### src/rtl/ef_uart_pkg.sv
// Shared constants for the UART receive path: parity modes, FSM states, size limits.
package ef_uart_pkg;

    // parity_type encodings; unlisted codes behave as none
    localparam logic [2:0] PAR_NONE   = 3'b000;
    localparam logic [2:0] PAR_ODD    = 3'b001;
    localparam logic [2:0] PAR_EVEN   = 3'b010;
    localparam logic [2:0] PAR_STICK0 = 3'b100;
    localparam logic [2:0] PAR_STICK1 = 3'b101;

    // receive FSM states
    localparam logic [2:0] ST_IDLE   = 3'd0;
    localparam logic [2:0] ST_START  = 3'd1;
    localparam logic [2:0] ST_DATA   = 3'd2;
    localparam logic [2:0] ST_PARITY = 3'd3;
    localparam logic [2:0] ST_STOP   = 3'd4;

    // smallest supported character size
    localparam int unsigned DSZ_MIN = 5;

    // True when the mode carries a parity bit on the line
    function automatic logic par_enabled(input logic [2:0] pt);
        return (pt == PAR_ODD) || (pt == PAR_EVEN) ||
               (pt == PAR_STICK0) || (pt == PAR_STICK1);
    endfunction

endpackage

### src/rtl/ef_uart_sync.sv
// Two-flop synchronizer for the asynchronous RX pin; resets to the idle-high level.
module ef_uart_sync
    import ef_uart_pkg::*;
(
    input  logic clk,
    input  logic rst,
    input  logic d_i,
    output logic q_o
);

    logic [1:0] sync_q;

    // shift the pin through two flops
    always_ff @(posedge clk or posedge rst) begin
        if (rst) sync_q <= 2'b11;
        else     sync_q <= {sync_q[0], d_i};
    end

    assign q_o = sync_q[1];

endmodule

### src/rtl/ef_uart_rx_core.sv
// 16x oversampled UART receive engine: start/data/parity/stop sampling and FIFO write strobe.
module ef_uart_rx_core
    import ef_uart_pkg::*;
#(
    parameter int unsigned MDW = 9,
    parameter int unsigned OS  = 16
) (
    input  logic           clk,
    input  logic           rst,
    input  logic           en,
    input  logic           tick,
    input  logic           rx,
    input  logic [3:0]     data_size,
    input  logic           stop_bits,
    input  logic [2:0]     parity_type,
    output logic [MDW-1:0] dout,
    output logic           rx_done,
    output logic           parity_err,
    output logic           frame_err,
    output logic           break_det,
    output logic           busy
);

    localparam int unsigned SW = $clog2(OS);

    logic           rx_s;
    logic [2:0]     state_q, state_d;
    logic [SW-1:0]  s_q, s_d;
    logic [3:0]     n_q, n_d;
    logic [MDW-1:0] sr_q, sr_d;
    logic [3:0]     dsz_q, dsz_d, dsz_clamp;
    logic           stop2_q, stop2_d;
    logic [2:0]     par_q, par_d;
    logic           first_stop_q, first_stop_d;
    logic           perr_acc_q, perr_acc_d;
    logic           ferr_acc_q, ferr_acc_d;
    logic           pbit_q, pbit_d;
    logic           wait_high_q, wait_high_d;
    logic [MDW-1:0] dout_q, dout_d;
    logic           rx_done_q, rx_done_d;
    logic           parity_err_q, parity_err_d;
    logic           frame_err_q, frame_err_d;
    logic           break_det_q, break_det_d;
    logic           busy_q;
    logic           fe_now;
    logic [3:0]     shamt;

    ef_uart_sync u_sync (
        .clk (clk),
        .rst (rst),
        .d_i (rx),
        .q_o (rx_s)
    );

    // clamp the requested character size into DSZ_MIN..MDW
    always_comb begin
        if (data_size < 4'(DSZ_MIN))  dsz_clamp = 4'(DSZ_MIN);
        else if (data_size > 4'(MDW)) dsz_clamp = 4'(MDW);
        else                          dsz_clamp = data_size;
    end

    assign shamt  = 4'(MDW) - dsz_q;
    assign fe_now = ferr_acc_q | ~rx_s;

    // next-state and datapath for the receive FSM
    always_comb begin
        state_d      = state_q;
        s_d          = s_q;
        n_d          = n_q;
        sr_d         = sr_q;
        dsz_d        = dsz_q;
        stop2_d      = stop2_q;
        par_d        = par_q;
        first_stop_d = first_stop_q;
        perr_acc_d   = perr_acc_q;
        ferr_acc_d   = ferr_acc_q;
        pbit_d       = pbit_q;
        wait_high_d  = wait_high_q & ~rx_s;
        dout_d       = dout_q;
        rx_done_d    = 1'b0;
        parity_err_d = parity_err_q;
        frame_err_d  = frame_err_q;
        break_det_d  = break_det_q;

        if (!en) begin
            state_d = ST_IDLE;
            s_d     = '0;
        end else begin
            case (state_q)
                ST_IDLE: begin
                    // a line still low after a low stop sample is not a new start edge
                    if (!rx_s && !wait_high_q) begin
                        state_d = ST_START;
                        s_d     = '0;
                    end
                end
                ST_START: begin
                    if (tick) begin
                        if (s_q == SW'(OS/2 - 1)) begin
                            s_d = '0;
                            if (!rx_s) begin
                                state_d      = ST_DATA;
                                n_d          = 4'd0;
                                sr_d         = '0;
                                dsz_d        = dsz_clamp;
                                stop2_d      = stop_bits;
                                par_d        = parity_type;
                                first_stop_d = 1'b1;
                                perr_acc_d   = 1'b0;
                                ferr_acc_d   = 1'b0;
                                pbit_d       = 1'b0;
                            end else begin
                                state_d = ST_IDLE;
                            end
                        end else begin
                            s_d = s_q + SW'(1);
                        end
                    end
                end
                ST_DATA: begin
                    if (tick) begin
                        if (s_q == SW'(OS - 1)) begin
                            s_d  = '0;
                            sr_d = {rx_s, sr_q[MDW-1:1]};
                            n_d  = n_q + 4'd1;
                            if (n_q == dsz_q - 4'd1)
                                state_d = par_enabled(par_q) ? ST_PARITY : ST_STOP;
                        end else begin
                            s_d = s_q + SW'(1);
                        end
                    end
                end
                ST_PARITY: begin
                    if (tick) begin
                        if (s_q == SW'(OS - 1)) begin
                            s_d     = '0;
                            pbit_d  = rx_s;
                            state_d = ST_STOP;
                            case (par_q)
                                PAR_ODD:    perr_acc_d = ~((^sr_q) ^ rx_s);
                                PAR_EVEN:   perr_acc_d = (^sr_q) ^ rx_s;
                                PAR_STICK0: perr_acc_d = rx_s;
                                PAR_STICK1: perr_acc_d = ~rx_s;
                                default:    perr_acc_d = 1'b0;
                            endcase
                        end else begin
                            s_d = s_q + SW'(1);
                        end
                    end
                end
                ST_STOP: begin
                    if (tick) begin
                        if (s_q == SW'(OS - 1)) begin
                            s_d = '0;
                            if (stop2_q && first_stop_q) begin
                                first_stop_d = 1'b0;
                                ferr_acc_d   = fe_now;
                            end else begin
                                state_d      = ST_IDLE;
                                rx_done_d    = 1'b1;
                                wait_high_d  = ~rx_s;
                                dout_d       = sr_q >> shamt;
                                parity_err_d = perr_acc_q;
                                frame_err_d  = fe_now;
                                break_det_d  = fe_now && (sr_q == '0) &&
                                               (!par_enabled(par_q) || !pbit_q);
                            end
                        end else begin
                            s_d = s_q + SW'(1);
                        end
                    end
                end
                default: begin
                    state_d = ST_IDLE;
                    s_d     = '0;
                end
            endcase
        end
    end

    // state and datapath registers
    always_ff @(posedge clk or posedge rst) begin
        if (rst) begin
            state_q      <= ST_IDLE;
            s_q          <= '0;
            n_q          <= '0;
            sr_q         <= '0;
            dsz_q        <= 4'(DSZ_MIN);
            stop2_q      <= 1'b0;
            par_q        <= PAR_NONE;
            first_stop_q <= 1'b0;
            perr_acc_q   <= 1'b0;
            ferr_acc_q   <= 1'b0;
            pbit_q       <= 1'b0;
            wait_high_q  <= 1'b0;
            dout_q       <= '0;
            rx_done_q    <= 1'b0;
            parity_err_q <= 1'b0;
            frame_err_q  <= 1'b0;
            break_det_q  <= 1'b0;
            busy_q       <= 1'b0;
        end else begin
            state_q      <= state_d;
            s_q          <= s_d;
            n_q          <= n_d;
            sr_q         <= sr_d;
            dsz_q        <= dsz_d;
            stop2_q      <= stop2_d;
            par_q        <= par_d;
            first_stop_q <= first_stop_d;
            perr_acc_q   <= perr_acc_d;
            ferr_acc_q   <= ferr_acc_d;
            pbit_q       <= pbit_d;
            wait_high_q  <= wait_high_d;
            dout_q       <= dout_d;
            rx_done_q    <= rx_done_d;
            parity_err_q <= parity_err_d;
            frame_err_q  <= frame_err_d;
            break_det_q  <= break_det_d;
            busy_q       <= (state_d != ST_IDLE);
        end
    end

    assign dout       = dout_q;
    assign rx_done    = rx_done_q;
    assign parity_err = parity_err_q;
    assign frame_err  = frame_err_q;
    assign break_det  = break_det_q;
    assign busy       = busy_q;

endmodule
### config.mk
export PLATFORM = sky130hd
export DESIGN_NAME = ef_uart_rx_core
export DESIGN_NICKNAME = d
export VERILOG_FILES = /design/src/rtl/ef_uart_pkg.sv /design/src/rtl/ef_uart_sync.sv /design/src/rtl/ef_uart_rx_core.sv
export SDC_FILE = /design/constraint.sdc
export NUM_CORES = 1
export LEC_CHECK = 0
export CORE_ASPECT_RATIO = 1.75
export CORE_UTILIZATION = 49
export CTS_BUF_LIST = sky130_fd_sc_hd__clkbuf_2 sky130_fd_sc_hd__clkbuf_4 sky130_fd_sc_hd__clkbuf_8
export CTS_CLUSTER_DIAMETER = 200
export DETAILED_ROUTE_END_ITERATION = 7
export DONT_BUFFER_PORTS = 1
export PLACE_DENSITY = 0.63
export SLEW_MARGIN = 10
export SYNTH_ARGS = -nofsm -noshare
export SYNTH_HDL_FRONTEND = slang
export SYNTH_SLANG_ARGS = --single-unit
### constraint.sdc
create_clock -name clk -period 2 [get_ports clk]
set_input_delay 0.5 -clock clk [delete_from_list [all_inputs] [get_ports clk]]
set_output_delay 0.5 -clock clk [all_outputs]
set_load 0.02 [all_outputs]
### Word-level counts from Yosys, hierarchy flattened

Cells that the tools add are included.

* logic and storage cells: 149
* flip-flop bits (word level): 49
* bits of input ports: 13

* multiplexer cells: 67
* shift-type cells: 1
* order comparisons: 2
* bitwise operators: 6
* add/sub/neg operators: 4
* reductions and logical operators: 26
* equal/unequal tests: 24

Operators by type and width (number)
* $mux W4: 13
* $mux W9: 5
* $mux W3: 13
* $mux W1: 26
* $ne A2 B2 Y1 const B: 10
* $pmux W9 S2: 1
* $pmux W3 S5: 1
* $reduce_and A7 Y1: 2
* $pmux W4 S3: 1
* $reduce_and A5 Y1: 2
* $eq A3 B2 Y1 const B: 3
* $eq A3 B3 Y1 const B: 3
* $logic_not A9 Y1: 1
* $reduce_xor A9 Y1: 1
* $shr A9 B4 Y9: 1
* $add A4 B1 Y4 const B: 2
* $pmux W1 S2: 4
* $pmux W4 S2: 1
* $reduce_and A8 Y1: 1
* $eq A3 B1 Y1 const B: 2
* $ne A3 B3 Y1 const B: 2
* $reduce_bool A2 Y1: 3
* $eq A4 B3 Y1 const B: 1
* $eq A4 B4 Y1: 1
* other kinds (19): 30

### Logic depth before layout (Yosys ltp)

Gate-level depths: netlist of run 1.

* word-level depth: 11
* mapped depth: 8

### By module

From an unflattened synthesis of run 1, not the netlist that was laid out.

* cell total of the unflattened synthesis: 303
* area total of the unflattened synthesis: 2775.2 um^2

Modules (own cells, without submodules)
* ef_uart_rx_core: times used 1, area each 2718.9 um^2, cells an instance 300, sequential area each 1178.6 um^2
* ef_uart_sync: times used 1, area each 56.3 um^2, cells an instance 3, sequential area each 52.6 um^2

### Worst setup path after synthesis of run 1

Ideal clock, no wire load.

* path type: flip-flop to flip-flop
* start: register dsz_q[0]
* end: register state_q[1]
* data required time: 1.877 ns
* stages on the path, launching flop included: 9
* path slack: 0.047 ns
* arrival: 1.831 ns
* buffers on the path: 1
* cell sequence: dfstp_2 > buf_2 > inv_1 > ha_1 > xnor2_1 > xnor2_1 > nor4_1 > nor2b_1 > nor3_1

* longest elaborated chain between the ends: 7

RTL lines
* from (decl): RTL line ef_uart_rx_core.sv:31 `logic [3:0] dsz_q, dsz_d, dsz_clamp;`
* from (signal assigned): RTL line ef_uart_rx_core.sv:188 `dsz_q <= 4'(DSZ_MIN);`
* from (signal assigned): RTL line ef_uart_rx_core.sv:207 `dsz_q <= dsz_d;`
* $sub A4 B1 Y4: RTL line ef_uart_rx_core.sv:126 `if (n_q == dsz_q - 4'd1)`
* $eq A4 B4 Y1: RTL line ef_uart_rx_core.sv:126
* $mux W3: RTL line ef_uart_rx_core.sv:126
* $mux W3: RTL line ef_uart_rx_core.sv:122 `if (s_q == SW'(OS - 1)) begin`
* $mux W3: RTL line ef_uart_rx_core.sv:121 `if (tick) begin`
* $pmux W3 S5: RTL line ef_uart_rx_core.sv:89 `case (state_q)`
* $mux W3: RTL line ef_uart_rx_core.sv:85 `if (!en) begin`
* net state_d[1]: RTL line ef_uart_rx_core.sv:27 `logic [2:0] state_q, state_d;`
* to (signal assigned): RTL line ef_uart_rx_core.sv:203 `state_q <= state_d;`
* to (decl): RTL line ef_uart_rx_core.sv:27

The timed path passes the listed nets, and every way through them passes these cells.
A chain may end at the register's enable or synchronous reset.

### Worst setup path after layout of run 1

* start: register state_q[1]
* end: register n_q[3]

* longest elaborated chain between the ends: 3

RTL lines
* $eq A3 B1 Y1 or $eq A3 B2 Y1 (tied branches): RTL line ef_uart_rx_core.sv:89
* $ne A2 B2 Y1 (no line) or $reduce_bool A2 Y1 (tied branches)
* $reduce_and A7 Y1 (no line)
* to (signal assigned): RTL line ef_uart_rx_core.sv:205 `n_q <= n_d;`
* to (decl): RTL line ef_uart_rx_core.sv:29 `logic [3:0] n_q, n_d;`

Parallel ways exist; a longest one is shown, timed or not.

==> results of run 1 <==
## logic make-up after synthesis
kind of cell / after synthesis
AOI/OAI and AO/OA: 63
adders and majority gates: 9
xor gates and xnor gates: 12
DFF: 49
muxes: 24
buffers and inverters: 31
and+or+nand+nor: 104
## where the power goes
group	switching [mW]	internal [mW]	total, mW
clock	0.331	0.422	0.753
combinational	0.0507	0.0322	0.0830
sequential	0.0141	1.00	1.01
total	0.396	1.45	1.85
## per-layer routing
| metal | share of wire (%) | wire length [um] |
|---|---|---|
| met5 | 0 | 0 |
| met4 | 2.2 | 136 |
| met3 | 1.9 | 119 |
| met2 | 56 | 3454 |
| met1 | 40 | 2426 |
## worst register-to-register path, cell delays in order, from the launching register on
cell and delay [ns]:
dfrtp_1 0.53, or3b_1 0.51, nor2_2 0.16, o21ai_2 0.07
or4_1 0.46, nand3_1 0.09
## sequential cells by signal, summed over array words and instances, names as in the netlist
register,count
break_det,1
busy,1
dout,9
dsz_q,4
ferr_acc_q,1
first_stop_q,1
frame_err,1
n_q,4
par_q,3
parity_err,1
pbit_q,1
perr_acc_q,1
rx_done,1
s_q,4
sr_q,9
state_q,3
stop2_q,1
u_sync.sync_q,2
wait_high_q,1
## Yosys cell counts, drive strengths merged, types with 2 or more instances
library cell   n  area (sq um)
nor3           8         45.04
clkbuf         7         26.28
inv           18         67.57
or3            3         23.77
nor4b          2         17.52
xnor2          8         70.07
nor2          18         70.07
nand2b         3         18.77
nand3         13         70.07
dfstp          4         105.1
a31oi          3         18.77
mux2          11         123.9
buf            6         36.28
o21a           3         22.52
nand3b         2         15.01
nand4          2         12.51
dfrtp         45          1126
ha             9         112.6
o22ai          2         12.51
mux2i         12         120.1
a21boi         2         15.02
nand2         41         153.9
o21ai         19         98.84
o31ai         13         97.59
nor2b          5         31.28
a21oi          8         40.04
o41ai          2         17.52
xor2           3         26.28
## stage by stage
step	std cells	utilization [%]	power (mW)	hold WS [ns]	worst slack, ns
2_1_floorplan	292	-	1.093	0.3452	0.04652
3_3_place_gp	379	54.61	1.119	0.3468	0.1338
3_5_place_dp	379	54.61	1.119	0.3493	0.07601
4_1_cts	387	56.78	1.867	0.09262	0.05581
5_1_grt	388	57.93	1.920	0.1041	-0.002162
6_report	388	57.93	1.851	0.07894	0.1093
## cells in the final DEF, fill, tap and decap left out, drive strengths merged, types with 2 or more instances in the layout
| cell type | count |
|---|---|
| a31oi | 3 |
| o21ai | 19 |
| nand3 | 13 |
| a21oi | 8 |
| buf | 25 |
| xor2 | 3 |
| clkbuf | 7 |
| o21a | 3 |
| dfstp | 4 |
| nand2b | 3 |
| o41ai | 2 |
| o22ai | 2 |
| nor3 | 8 |
| inv | 18 |
| ha | 9 |
| nand3b | 2 |
| xnor2 | 8 |
| nand4 | 2 |
| mux2i | 12 |
| nand2 | 41 |
| dfrtp | 45 |
| nor2b | 5 |
| mux2 | 11 |
| o31ai | 13 |
| nor4b | 2 |
| or3 | 3 |
| a21boi | 2 |
| nor2 | 18 |
## repair_timing
action | 4_1_cts | 5_1_grt
hold endpoints to repair | 0 | 0
endpoints found under the setup margin | 0 | 11
gates resized for setup | 0 | 12
buffers inserted | 0 | 1
## worst paths after layout
check	slack [ns]	cells after the start	startpoint	end
setup / recovery	0.11	5	state_q[1]$_DFF_PP0_	n_q[3]$_DFFE_PP0P_
hold / removal	0.08	1	rst	dout[0]$_DFFE_PP0P_
setup reg to reg	0.11	5	state_q[1]$_DFF_PP0_	n_q[3]$_DFFE_PP0P_
hold reg to reg	0.36	0	u_sync.sync_q[0]$_DFF_PP1_	u_sync.sync_q[1]$_DFF_PP1_
max in group asynchronous	1.33	2	rst	dsz_q[2]$_DFFE_PP1P_
min in group clk	0.19	0	rx	u_sync.sync_q[0]$_DFF_PP1_
## final cells by class
class                      count  area [sq um]
fill                         519          2331
multi-input combinational    212          1483
sequential                    49          1231
timing repair buffer          25         212.7
tap                           76         95.09
clock buffer                   7         90.09
inverter                      18         67.56
clock inverter                 1         30.03
==> flow_metrics.py, run 1 <==
metrics = {
    "status": {
        "status": "finished clean",
    },
    "synthesis": {
        "synth_edf_count": 0,
        "syn-cell-area_sq_mm": 0.002788,
        "ys_warn_count": 0,
        "synth_top_family_by_area": "simple AND/OR/NAND/NOR gates",
        "ys_seq_area_share_pct": 44.17,
        "synth_adder_area_share_pct": 4.039,
        "syn-num-nets": 314,
        "yosysUniqueCellTypes": 58,
        "synthXorXnorAreaFrac_pct": 4.264,
        "syn-instance-count": 292,
        "async_flop_share_pct": 100.0,
        "synth-simple-area-share_pct": 18.36,
        "ys_ff_latch": 49,
        "avgSynthCellArea_sq_um": 9.547,
        "synth_mux_area_share_pct": 9.560,
        "synth_compound_area_share_pct": 14.95,
        "ys.flop_type": "dfrtp_1",
    },
    "timing": {
        "period_share_pct": 94.53,
        "hold_violations": 0,
        "tightest_slew_ns": 0.4567,
        "clock_skew_ns": 0.008766,
        "setup_violations": 0,
        "fmaxAchievable_mhz": 528.9,
        "period_needed_ns": 1.891,
        "tns_ns": 0,
        "slew_headroom_pct": 69.51,
        "slew_violations": 0,
    },
    "worst_setup_path": {
        "cp_cell_sequence": "or3b_1 > nor2_2 > o21ai_2 > or4_1 > nand3_1",
        "critPathTopFamily": "simple AND/OR/NAND/NOR gates",
        "worstPathRequired_ns": 2.24,
        "crit_fanout": 9,
        "timing.critical_path.arrival_ns": 2.13,
        "startpoint_type": "register",
        "worst-path-buf-inv": 0,
        "worstSetupEndpointType": "register",
        "cpPeakStageDelay_ns": 0.53,
        "slowest_stage": "dfrtp_1",
        "critPathKind": "register to register",
    },
    "clock_network": {
        "cts.path.max_buffers": 2,
        "clk_pin_slew_ns": 0.09,
        "clock_latency_ns": 0.30,
        "h-tree-depth": 2,
        "cts-buffers-inserted": 5,
        "holdBufCountCts": 0,
        "cts_sinks": 49,
        "cts-root-buf": "clkbuf_8",
        "cts_tree": "yes",
    },
    "grt": {
        "grt_max_degree": 30,
        "grt_pass1_vias": 2265,
        "grt_pass1_wl_mm": 10.58,
        "antenna_found_initial": 0,
        "use_met2_pct": 43.44,
        "grt_use_met1_pct": 25.56,
        "grt_usage_pct": 23.22,
        "overflow": 0,
        "use_met3_pct": 3.193,
        "grt_most_used_layer": "met2",
    },
    "drt": {
        "drc_errors": 0,
        "totalWireLength_mm": 6.137,
        "first_pass_iters": 4,
        "antenna_left": 0,
        "wl_per_cell_um": 15.82,
        "via_per_inst": 5.523,
        "vias": 2143,
        "drtIter0Drc": 43,
    },
    "power": {
        "leakage_nw": 1.459,
        "vdd_drop_max_uv": 571.0,
        "p_per_area_mw_per_mm2": 576.7,
    },
    "floorplan": {
        "initial_utilization_pct": 50.32,
        "die_w_um": 59.02,
        "rows": 36,
        "dieArea_sq_mm": 0.006007,
        "io-pin-count": 27,
        "core_region_area_sq_mm": 0.005540,
        "die_h_um": 101.8,
    },
    "placed_design": {
        "place_congestion": 0.8528,
        "placed_area_sq_mm": 0.003025,
        "dp_hpwl_mm": 4.658,
        "port_buffers": 0,
    },
    "final_layout": {
        "final_area_sq_mm": 0.003209,
        "drive_gt1_share_pct": 20.51,
        "nets": 333,
        "area_growth_pct": 15.13,
        "num_antenna_cells": 0,
    },
    "job": {
        "max-cap-violations": 0,
    },
    "worst_hold_path": {
        "hold_class": "input pin to async pin",
    },
}
Note: power is estimated with default switching activity, not from simulation.
==> inputs of run 2 (changes only) <==
Settings changed: CORE_UTILIZATION 49 to 45, PLACE_DENSITY 0.63 to 0.59, RECOVER_POWER from default to 100.
==> run 2 against run 1 <==
Compared with the run above:
- total power decreased by 7.6%
- non-clock buffer count increased by 1
- final area decreased by 0.94%
- final cell count increased by 0.77%
- utilization decreased by 4.3 points
- clock power decreased by 18%
- register-to-register slack got worse by 0.03 ns
- first-iteration DRC count increased by 110%
- combinational power decreased by 2%
- setup slack got worse by 0.030 ns
==> flow_metrics.py, run 2 (synthesis gave the netlist of run 1 again) <==
metrics = {
    "worst_setup_path": {
        "slowest_stage": "xnor3_1",
        "worstPathRequired_ns": 2.21,
        "critPathKind": "register to register",
        "crit_start": "sr_q[4]$_DFFE_PP0P_",
        "worstSetupEndpointType": "register",
        "timing.critical_path.arrival_ns": 2.13,
        "cp_cell_sequence": "inv_2 > ha_4 > xnor2_2 > xnor3_1 > o22ai_2 > a221oi_2 > o31ai_1",
        "crit_fanout": 4,
        "cpPeakStageDelay_ns": 0.46,
        "startpoint_type": "register",
        "r2r_start": "sr_q[4]$_DFFE_PP0P_",
    },
    "power": {
        "p_per_area_mw_per_mm2": 537.8,
        "p_sw_uw": 401.3,
        "leakage_nw": 1.437,
        "switching_share_pct": 23.47,
        "power_frac_seq_pct": 59.1,
        "p_total_mw": 1.710,
        "combPwrFrac_pct": 4.8,
        "clkPwrFrac_pct": 36.1,
        "vdd_drop_max_uv": 379.0,
        "p_int_mw": 1.309,
    },
    "timing": {
        "hold_slack_ns": 0.1832,
        "clock_skew_ns": 0.01616,
        "tns_ns": 0,
        "setup_ws_ns": 0.07962,
        "hold_violations": 0,
        "fmaxAchievable_mhz": 520.7,
        "period_share_pct": 96.02,
        "slew_violations": 0,
        "slew_headroom_pct": 41.91,
        "setup_violations": 0,
        "tightest_slew_ns": 0.8704,
        "period_needed_ns": 1.920,
    },
    "clock_network": {
        "cts.path.max_buffers": 2,
        "holdBufCountCts": 0,
        "clk_pin_slew_ns": 0.10,
        "cts-root-buf": "clkbuf_8",
        "h-tree-depth": 2,
        "cts_sinks": 49,
        "cts_tree": "yes",
        "cts-buffers-inserted": 5,
        "clock_latency_ns": 0.31,
    },
    "grt": {
        "overflow": 0,
        "grt_usage_pct": 22.44,
        "grt_pass1_wl_mm": 10.83,
        "grt_pass1_vias": 2364,
        "antenna_found_initial": 0,
        "grt_max_degree": 27,
    },
    "floorplan": {
        "initial_utilization_pct": 47.04,
        "core_region_area_sq_mm": 0.005926,
        "die_w_um": 61.50,
        "io-pin-count": 27,
        "rows": 37,
        "die_h_um": 106.1,
        "dieArea_sq_mm": 0.006526,
    },
    "final_layout": {
        "num_antenna_cells": 0,
        "nets": 334,
        "drive_gt1_share_pct": 19.17,
        "area_growth_pct": 14.05,
        "fill_cells": 589,
        "final_common_cell": "dfrtp_1",
        "final_cell_mix": "dfrtp_1 (45), nand2_1 (41), buf_4 (19), nor2_1 (17), o21ai_0 (15)",
    },
    "placed_design": {
        "dp_hpwl_mm": 4.799,
        "pre_cts_ws_ns": 0.08680,
        "place_congestion": 0.8701,
        "port_buffers": 0,
    },
    "drt": {
        "totalWireLength_mm": 6.340,
        "drc_errors": 0,
        "vias": 2211,
        "via_per_inst": 5.655,
        "first_pass_iters": 6,
        "wl_per_cell_um": 16.21,
        "antenna_left": 0,
        "drtIter0Drc": 92,
    },
    "status": {
        "status": "finished clean",
    },
    "worst_hold_path": {
        "hold_class": "input pin to register",
        "min_from": "rx",
    },
    "job": {
        "max-cap-violations": 0,
    },
}
==> run 2: cell count changes in the layout (fill, tap and decap cells not counted), sizes merged <==
cell / before / now
buf: 25 / 19
bufinv: 1 / 0
clkinv: 0 / 2
clkbuf: 7 / 13
==> run 2: power groups by stage <==
stage	sequential [mW]	combinational [mW]	clock, mW
detailed placement	1.03	0.0882	0
global placement	1.03	0.0878	0
CTS	1.01	0.0887	0.641
finish	1.01	0.0817	0.618
global route	1.01	0.0974	0.671
floorplan	1.03	0.0657	0
==> run 2: final cells by class <==
class | count | area, sq um | area share, %
Clock inverter | 2 | 13.76 | 0.4329
Sequential cell | 49 | 1231 | 38.72
Inverter | 18 | 67.56 | 2.125
Timing Repair Buffer | 26 | 173.9 | 5.470
Clock buffer | 6 | 82.58 | 2.597
Tap cell | 78 | 97.59 | 3.070
Multi-Input combinational cell | 212 | 1513 | 47.58
==> run 2: stage by stage <==
stage | util, % | std cells | area (sq um)
after global routing | 53.65 | 391 | 3179
after floorplan | - | 292 | 2788
after detailed placement | 51.01 | 382 | 3023
after global placement | 51.01 | 382 | 3023
after CTS | 52.64 | 390 | 3119
final | 53.65 | 391 | 3179
==> run 2: path summary, 6_finish.rpt <==
kind,to,slack [ns],cells after the start
setup / recovery,perr_acc_q$_DFFE_PP0P_,0.08,7
hold / removal,u_sync.sync_q[0]$_DFF_PP1_,0.18,0
setup reg to reg,perr_acc_q$_DFFE_PP0P_,0.08,7
hold reg to reg,u_sync.sync_q[1]$_DFF_PP1_,0.36,0
max in group asynchronous,s_q[2]$_DFFE_PP0P_,0.57,2
min in group asynchronous,dout[0]$_DFFE_PP0P_,0.25,1
==> run 2: worst max-delay path, delay by kind of cell, from the launching register on <==
kind,cells,cell delay (ns)
xor+xnor,2,0.63
fa+ha+maj,1,0.21
buf+inv,1,0.10
compound gates,3,0.45
flops,1,0.43
==> run 2: routing by layer <==
| layer | up-vias | part of all wire, % | GRT usage, % | wire, um |
|---|---|---|---|---|
| met4 | 0 | 4.1 | 11.43 | 259 |
| met1 | 1073 | 36 | 23.90 | 2288 |
| met5 | - | 0 | 0 | 0 |
| met2 | 41 | 57 | 39.78 | 3612 |
| met3 | 20 | 2.8 | 4.015 | 180 |
| li1 | 1077 | - | - | - |
==> run 2: timing repair <==
| action | in CTS | in global routing |
|---|---|---|
| gates resized for setup | 0 | 15 |
| setup buffers | 0 | 1 |
| setup endpoints to repair | 0 | 10 |
